[config.mk]
export PLATFORM = sky130hd
export DESIGN_NAME = mux_gamma_sequencer
export DESIGN_NICKNAME = d
export VERILOG_FILES = /design/src/rtl/mux_ctrl_pkg.sv /design/src/rtl/gamma_phase_counter.sv /design/src/rtl/mux_gamma_sequencer.sv
export SDC_FILE = /design/constraint.sdc
export NUM_CORES = 1
export LEC_CHECK = 0
export ABC_AREA = 1
export BUFFER_PORTS_ARGS = -buffer_cell sky130_fd_sc_hd__buf_2
export CAP_MARGIN = 20
export CORE_ASPECT_RATIO = 1.75
export CORE_MARGIN = 5
export CORE_UTILIZATION = 49
export DETAILED_ROUTE_END_ITERATION = 10
export GPL_TIMING_DRIVEN = 0
export PLACE_DENSITY = 0.87
export SLEW_MARGIN = 20
export SYNTH_ARGS = -nofsm -noshare
export SYNTH_HDL_FRONTEND = slang
export SYNTH_SLANG_ARGS = --single-unit
[constraint.sdc]
create_clock -name clk -period 1.8 [get_ports clk]
set_clock_uncertainty 0.2 [all_clocks]
set_input_delay 0.36 -clock clk [delete_from_list [all_inputs] [get_ports clk]]
set_output_delay 0.36 -clock clk [all_outputs]
set_load 0.1 [all_outputs]
[src/rtl/mux_ctrl_pkg.sv]
// Shared types and default sizing for the two-network gamma sequencer.
package mux_ctrl_pkg;

   typedef enum logic [1:0] {
      IDLE,
      RUN,
      DRAIN
   } seq_state_e;

   localparam int DEF_GAMMA_CYCLE_LENGTH = 18;
   localparam int CYC_W  = $clog2(DEF_GAMMA_CYCLE_LENGTH);
   localparam int HCYC_W = $clog2(DEF_GAMMA_CYCLE_LENGTH / 2);

endpackage

[src/rtl/gamma_phase_counter.sv]
// Modulo-MODULUS phase counter with synchronous clear, count enable and terminal-count flag.
module gamma_phase_counter #(
   parameter int MODULUS = 18,
   parameter int W       = $clog2(MODULUS)
) (
   input  logic         clk,
   input  logic         rstb,
   input  logic         clr,
   input  logic         en,
   output logic [W-1:0] count,
   output logic         tc
);

   localparam logic [W-1:0] LAST = W'(MODULUS - 1);

   assign tc = (count == LAST);

   always_ff @(posedge clk or negedge rstb) begin
      if (!rstb) begin
         count <= '0;
      end else if (clr) begin
         count <= '0;
      end else if (en) begin
         count <= tc ? '0 : count + 1'b1;
      end
   end

endmodule

[src/rtl/mux_gamma_sequencer.sv]
// Gamma-cycle sequencer: drives the demux timing (start_count, counters, selects)
// and gates fresh-input acceptance and replay validity through IDLE/RUN/DRAIN.
module mux_gamma_sequencer
   import mux_ctrl_pkg::*;
#(
   parameter int GAMMA_CYCLE_LENGTH = DEF_GAMMA_CYCLE_LENGTH,
   parameter int GCNT_W             = 16
) (
   input  logic                                    clk,
   input  logic                                    rstb,
   input  logic                                    enable,
   output logic                                    start_count,
   output logic [$clog2(GAMMA_CYCLE_LENGTH)-1:0]   cycle_counter,
   output logic [$clog2(GAMMA_CYCLE_LENGTH/2)-1:0] half_cycle_counter,
   output logic                                    network_buf_sel,
   output logic                                    buf_sel,
   output logic                                    gamma_start,
   output logic                                    in_accept,
   output logic                                    replay_valid,
   output logic                                    busy,
   output logic [GCNT_W-1:0]                       gamma_count
);

   localparam int HALF = GAMMA_CYCLE_LENGTH / 2;
   localparam int CW   = $clog2(GAMMA_CYCLE_LENGTH);
   localparam int HW   = $clog2(HALF);

   seq_state_e state;
   logic       active;
   logic       cyc_tc;
   logic       half_tc;

   assign active = (state != IDLE);

   // Both counters leave IDLE at zero together, so the half counter stays phase-aligned.
   gamma_phase_counter #(.MODULUS(GAMMA_CYCLE_LENGTH), .W(CW)) u_cycle_cnt (
      .clk   (clk),
      .rstb  (rstb),
      .clr   (!active),
      .en    (active),
      .count (cycle_counter),
      .tc    (cyc_tc)
   );

   gamma_phase_counter #(.MODULUS(HALF), .W(HW)) u_half_cnt (
      .clk   (clk),
      .rstb  (rstb),
      .clr   (!active),
      .en    (active),
      .count (half_cycle_counter),
      .tc    (half_tc)
   );

   always_ff @(posedge clk or negedge rstb) begin
      if (!rstb) begin
         state           <= IDLE;
         start_count     <= 1'b0;
         network_buf_sel <= 1'b0;
         buf_sel         <= 1'b0;
         gamma_start     <= 1'b0;
         in_accept       <= 1'b0;
         replay_valid    <= 1'b0;
         busy            <= 1'b0;
         gamma_count     <= '0;
      end else begin
         case (state)
            IDLE: begin
               if (enable) begin
                  state           <= RUN;
                  start_count     <= 1'b1;
                  network_buf_sel <= 1'b1;
                  buf_sel         <= 1'b0;
                  gamma_start     <= 1'b1;
                  in_accept       <= 1'b1;
                  replay_valid    <= 1'b0;
                  busy            <= 1'b1;
                  gamma_count     <= '0;
               end
            end
            RUN, DRAIN: begin
               gamma_start <= 1'b0;
               // Mid-gamma half boundary: hand the slot to network 1.
               if (half_tc && !cyc_tc) begin
                  network_buf_sel <= 1'b0;
               end
               if (cyc_tc) begin
                  if (state == DRAIN) begin
                     state           <= IDLE;
                     start_count     <= 1'b0;
                     network_buf_sel <= 1'b0;
                     buf_sel         <= 1'b0;
                     in_accept       <= 1'b0;
                     replay_valid    <= 1'b0;
                     busy            <= 1'b0;
                     gamma_count     <= '0;
                  end else begin
                     network_buf_sel <= 1'b1;
                     buf_sel         <= ~buf_sel;
                     gamma_start     <= 1'b1;
                     gamma_count     <= gamma_count + 1'b1;
                     replay_valid    <= 1'b1;
                     if (!enable) begin
                        state     <= DRAIN;
                        in_accept <= 1'b0;
                     end
                  end
               end
            end
            default: state <= IDLE;
         endcase
      end
   end

endmodule

==> results.py <==
metrics = {
    "timing": {
        "setup_violations": 9,
        "tightest_slew_ns": 0.729,
        "drv_slew": 0,
        "setup_tns_ns": -0.230,
        "period_share": 1.02,
        "post-route-min-period_ns": 1.84,
        "rsz0062_at_grt": "true",
        "report.final.hold_viol_count": 0,
        "clock.fmax_mhz": 543,
        "fin_ws_ns": -0.0423,
        "timing.slew.headroom": 0.514,
    },
    "global_route": {
        "antenna_found_initial": 0,
        "grt-ovfl-total": 0,
        "grtUsageTotal": 0.179,
        "grt_pass1_wl_microns": 7250,
        "first_global_vias": 1656,
        "grt_max_degree": 34,
    },
    "synthesis": {
        "yosysSeqAreaShare": 0.459,
        "ys_ff_latch": 33,
        "synth_area_sq_um": 1800,
        "synth.distinct_cells": 25,
        "netlist_instances": 236,
        "syn_area_per_cell_sq_um": 7.63,
        "synth_warnings": 0,
        "synth_fp_nets": 248,
    },
    "final_layout": {
        "antenna_cells": 0,
        "fin_nets": 298,
        "fin_area_sq_um": 2400,
        "synthToLayoutAreaGrowth_pct": 33.3,
        "drive_gt1_frac": 0.383,
        "finish.utilization": 0.668,
    },
    "setup_path": {
        "crit_chain": "inv_2 -> ha_4 -> o21ai_4 -> a21oi_4 -> buf_6 -> nand4_1 -> nand2_1 -> nor2_1",
        "max_stage_delay_ns": 0.41,
        "crit_type": "reg -> reg",
        "r2r_start": "state[1]",
        "critPathTopFamily": "flip-flops",
        "worst-path-buf-inv": 2,
        "arrival_ns": 1.82,
        "startpoint_type": "register",
        "cp_data_required_time_ns": 1.77,
        "rr_endpoint": "gamma_count[12]",
        "endpoint_kind": "register",
        "worst-path-max-fanout": 7,
        "slowest_stage": "dfrtp_1",
        "worstRegToRegCells": 8,
        "reg2reg_slack_ns": -0.04,
    },
    "clock_network": {
        "clk_pin_slew_worst_paths_ns": 0.06,
        "clock-root-buffer": "clkbuf_8",
        "insertion_delay_ns": 0.28,
        "numCtsBuffers": 5,
        "cts_sinks": 33,
        "clock_path_buffers": 2,
        "cts_tree": "yes",
        "cts_max_level": 2,
    },
    "run_status": {
        "violations": "setup timing",
        "outcome": "finished with violations",
    },
    "worst_hold_path": {
        "hp-class": "reg -> reg",
        "whs_path_depth": 1,
        "hp-start": "buf_sel",
        "hold-path-endpoint": "buf_sel",
    },
    "floorplanning": {
        "pin_count": 35,
        "die_h_microns": 90.2,
        "coreArea_sq_um": 3590,
        "start_util": 0.501,
        "fp.dieArea_sq_um": 5030,
        "num_rows": 29,
        "die_w_microns": 55.8,
    },
    "place": {
        "dp_hpwl_microns": 3040,
        "dp_slack_ns": -0.266,
        "dpl_cell_area_sq_um": 2100,
        "portBuffers": 34,
        "gp_congestion": 0.932,
    },
    "run": {
        "maxCapViolations": 0,
    },
    "routing": {
        "num_vias": 1677,
        "first_pass_iters": 4,
        "detail-route-antenna-nets": 0,
        "viasPerCell": 5.04,
        "routedWlPerCell_microns": 13.0,
        "wirelength_microns": 4320,
        "remaining_drc_errors": 0,
        "first_iter_violations": 35,
    },
}
-- routing by layer --
layer / share of wire / wire, microns / GRT usage
met5: 0 / 0 / 0
met4: 0.037 / 161 / 0.101
met3: 0.041 / 179 / 0.0372
met2: 0.56 / 2440 / 0.317
met1: 0.36 / 1540 / 0.193
-- cell type report --
| class | count | area, sq um |
|---|---|---|
| buffer | 3 | 33.8 |
| inverter | 37 | 141 |
| clock buffer | 8 | 90.1 |
| timing repair buffer | 43 | 246 |
| fill | 291 | 1190 |
| sequential | 33 | 863 |
| tap | 46 | 57.6 |
| multi-input combinational | 163 | 967 |
-- cell usage in the layout (no fill, tap or decap) --
cell           netlist  final
inv_1               33     29
clkbuf_1             0      2
nand2_8              0      1
o21a_1               1      1
inv_4                0      1
nand3_1             11     11
a21oi_2              1      4
dlygate4sd3_1        0      1
o21ai_1              9      5
xor2_1               2      2
nand2_4              0      4
nand2_1             58     50
nand4_1              3      3
o21ai_2              0      4
clkbuf_8             0      6
o21bai_1             1      1
clkbuf_4             0      1
a21oi_4              0      1
buf_2                0     33
o21ai_4              0      1
nor2_2               3      4
o211ai_1             1      1
buf_4                2      8
nor3_1               1      1
nor2_4               1      3
xnor2_1              2      2
a21oi_1             11      7
inv_2                4      7
dfrtp_1             33     11
dfrtp_4              0      4
nor2_1              39     36
ha_4                 0      3
buf_8                0      1
nand3b_1             2      2
buf_6                1      2
nand2_2              1      4
dfrtp_2              0     18
ha_1                 9      6
o21ai_0              6      5
o22ai_1              1      1
-- state kept, by name, summed over array words and instances, names as in the netlist --
| name | flops |
|---|---|
| in_accept | 1 |
| busy | 1 |
| gamma_count | 16 |
| network_buf_sel | 1 |
| buf_sel | 1 |
| replay_valid | 1 |
| state | 2 |
| gamma_start | 1 |
| u_half_cnt.count | 4 |
| u_cycle_cnt.count | 5 |
-- per-stage QoR --
stage               instances  hold WS, ns
CTS                       327        0.273
global route              333        0.297
floorplan                 236       -0.136
detailed placement        316        0.261
finish                    333        0.272
global placement          316        0.257
-- worst max-delay path by stage --
| stage | from | endpoint | slack [ns] | cells after the start |
|---|---|---|---|---|
| finish | state[1] | gamma_count[12] | -0.04 | 8 |
| detailed placement | state[0] | gamma_count[9] | -0.27 | 9 |
| global placement | state[0] | gamma_count[11] | -0.23 | 9 |
| global route | state[1] | gamma_count[12] | -0.13 | 8 |
| CTS | u_cycle_cnt.count[0] | network_buf_sel | -0.03 | 10 |
| floorplan | u_cycle_cnt.count[1] | gamma_count[14] | -0.1 | 10 |
-- synth_stat cells --
| master | number | area, sq um |
|---|---|---|
| nand3b_1 | 2 | 15.0 |
| o21ai_0 | 6 | 30.0 |
| buf_4 | 2 | 15.0 |
| ha_1 | 9 | 113 |
| nor3_1 | 1 | 5.00 |
| buf_6 | 1 | 11.3 |
| a21oi_1 | 11 | 55.1 |
| inv_1 | 33 | 124 |
| o22ai_1 | 1 | 6.26 |
| xor2_1 | 2 | 17.5 |
| o21a_1 | 1 | 7.51 |
| nor2_4 | 1 | 11.3 |
| dfrtp_1 | 33 | 826 |
| nand4_1 | 3 | 18.8 |
| nand3_1 | 11 | 55.1 |
| a21oi_2 | 1 | 8.76 |
| nand2_1 | 58 | 218 |
| o21bai_1 | 1 | 7.51 |
| o211ai_1 | 1 | 7.51 |
| nand2_2 | 1 | 6.26 |
| inv_2 | 4 | 15.0 |
| o21ai_1 | 9 | 45.0 |
| nor2_2 | 3 | 18.8 |
| nor2_1 | 39 | 146 |
| xnor2_1 | 2 | 17.5 |
-- worst register-to-register path: stages (launching register included) --
cell and delay [ns]:
dfrtp_1 0.41, inv_2 0.08, ha_4 0.34, o21ai_4 0.08, a21oi_4 0.25, buf_6 0.18
nand4_1 0.09, nand2_1 0.08, nor2_1 0.04
-- repair_timing --
action | CTS | global route
gates cloned | 0 | 1
hold buffers | 1 | 0
buffers inserted | 2 | 5
pin swaps | 5 | 8
gates resized for setup | 10 | 28
endpoints found under the setup margin | 22 | 23
hold endpoints to repair | 33 | 0
-- kinds of logic (layout without fill, tap and decap cells) --
group | count (synthesis) | in the layout | synth area share
flops | 33 | 33 | 0.459
fa+ha+maj | 9 | 9 | 0.0625
buf+inv | 40 | 91 | 0.0917
xor+xnor | 4 | 4 | 0.0195
compound gates | 31 | 31 | 0.0931
simple gates | 119 | 119 | 0.274
Power is left out: the tool's default activity adds up to more than one toggle a clock period on the data nets, which glitch-free logic cannot reach.
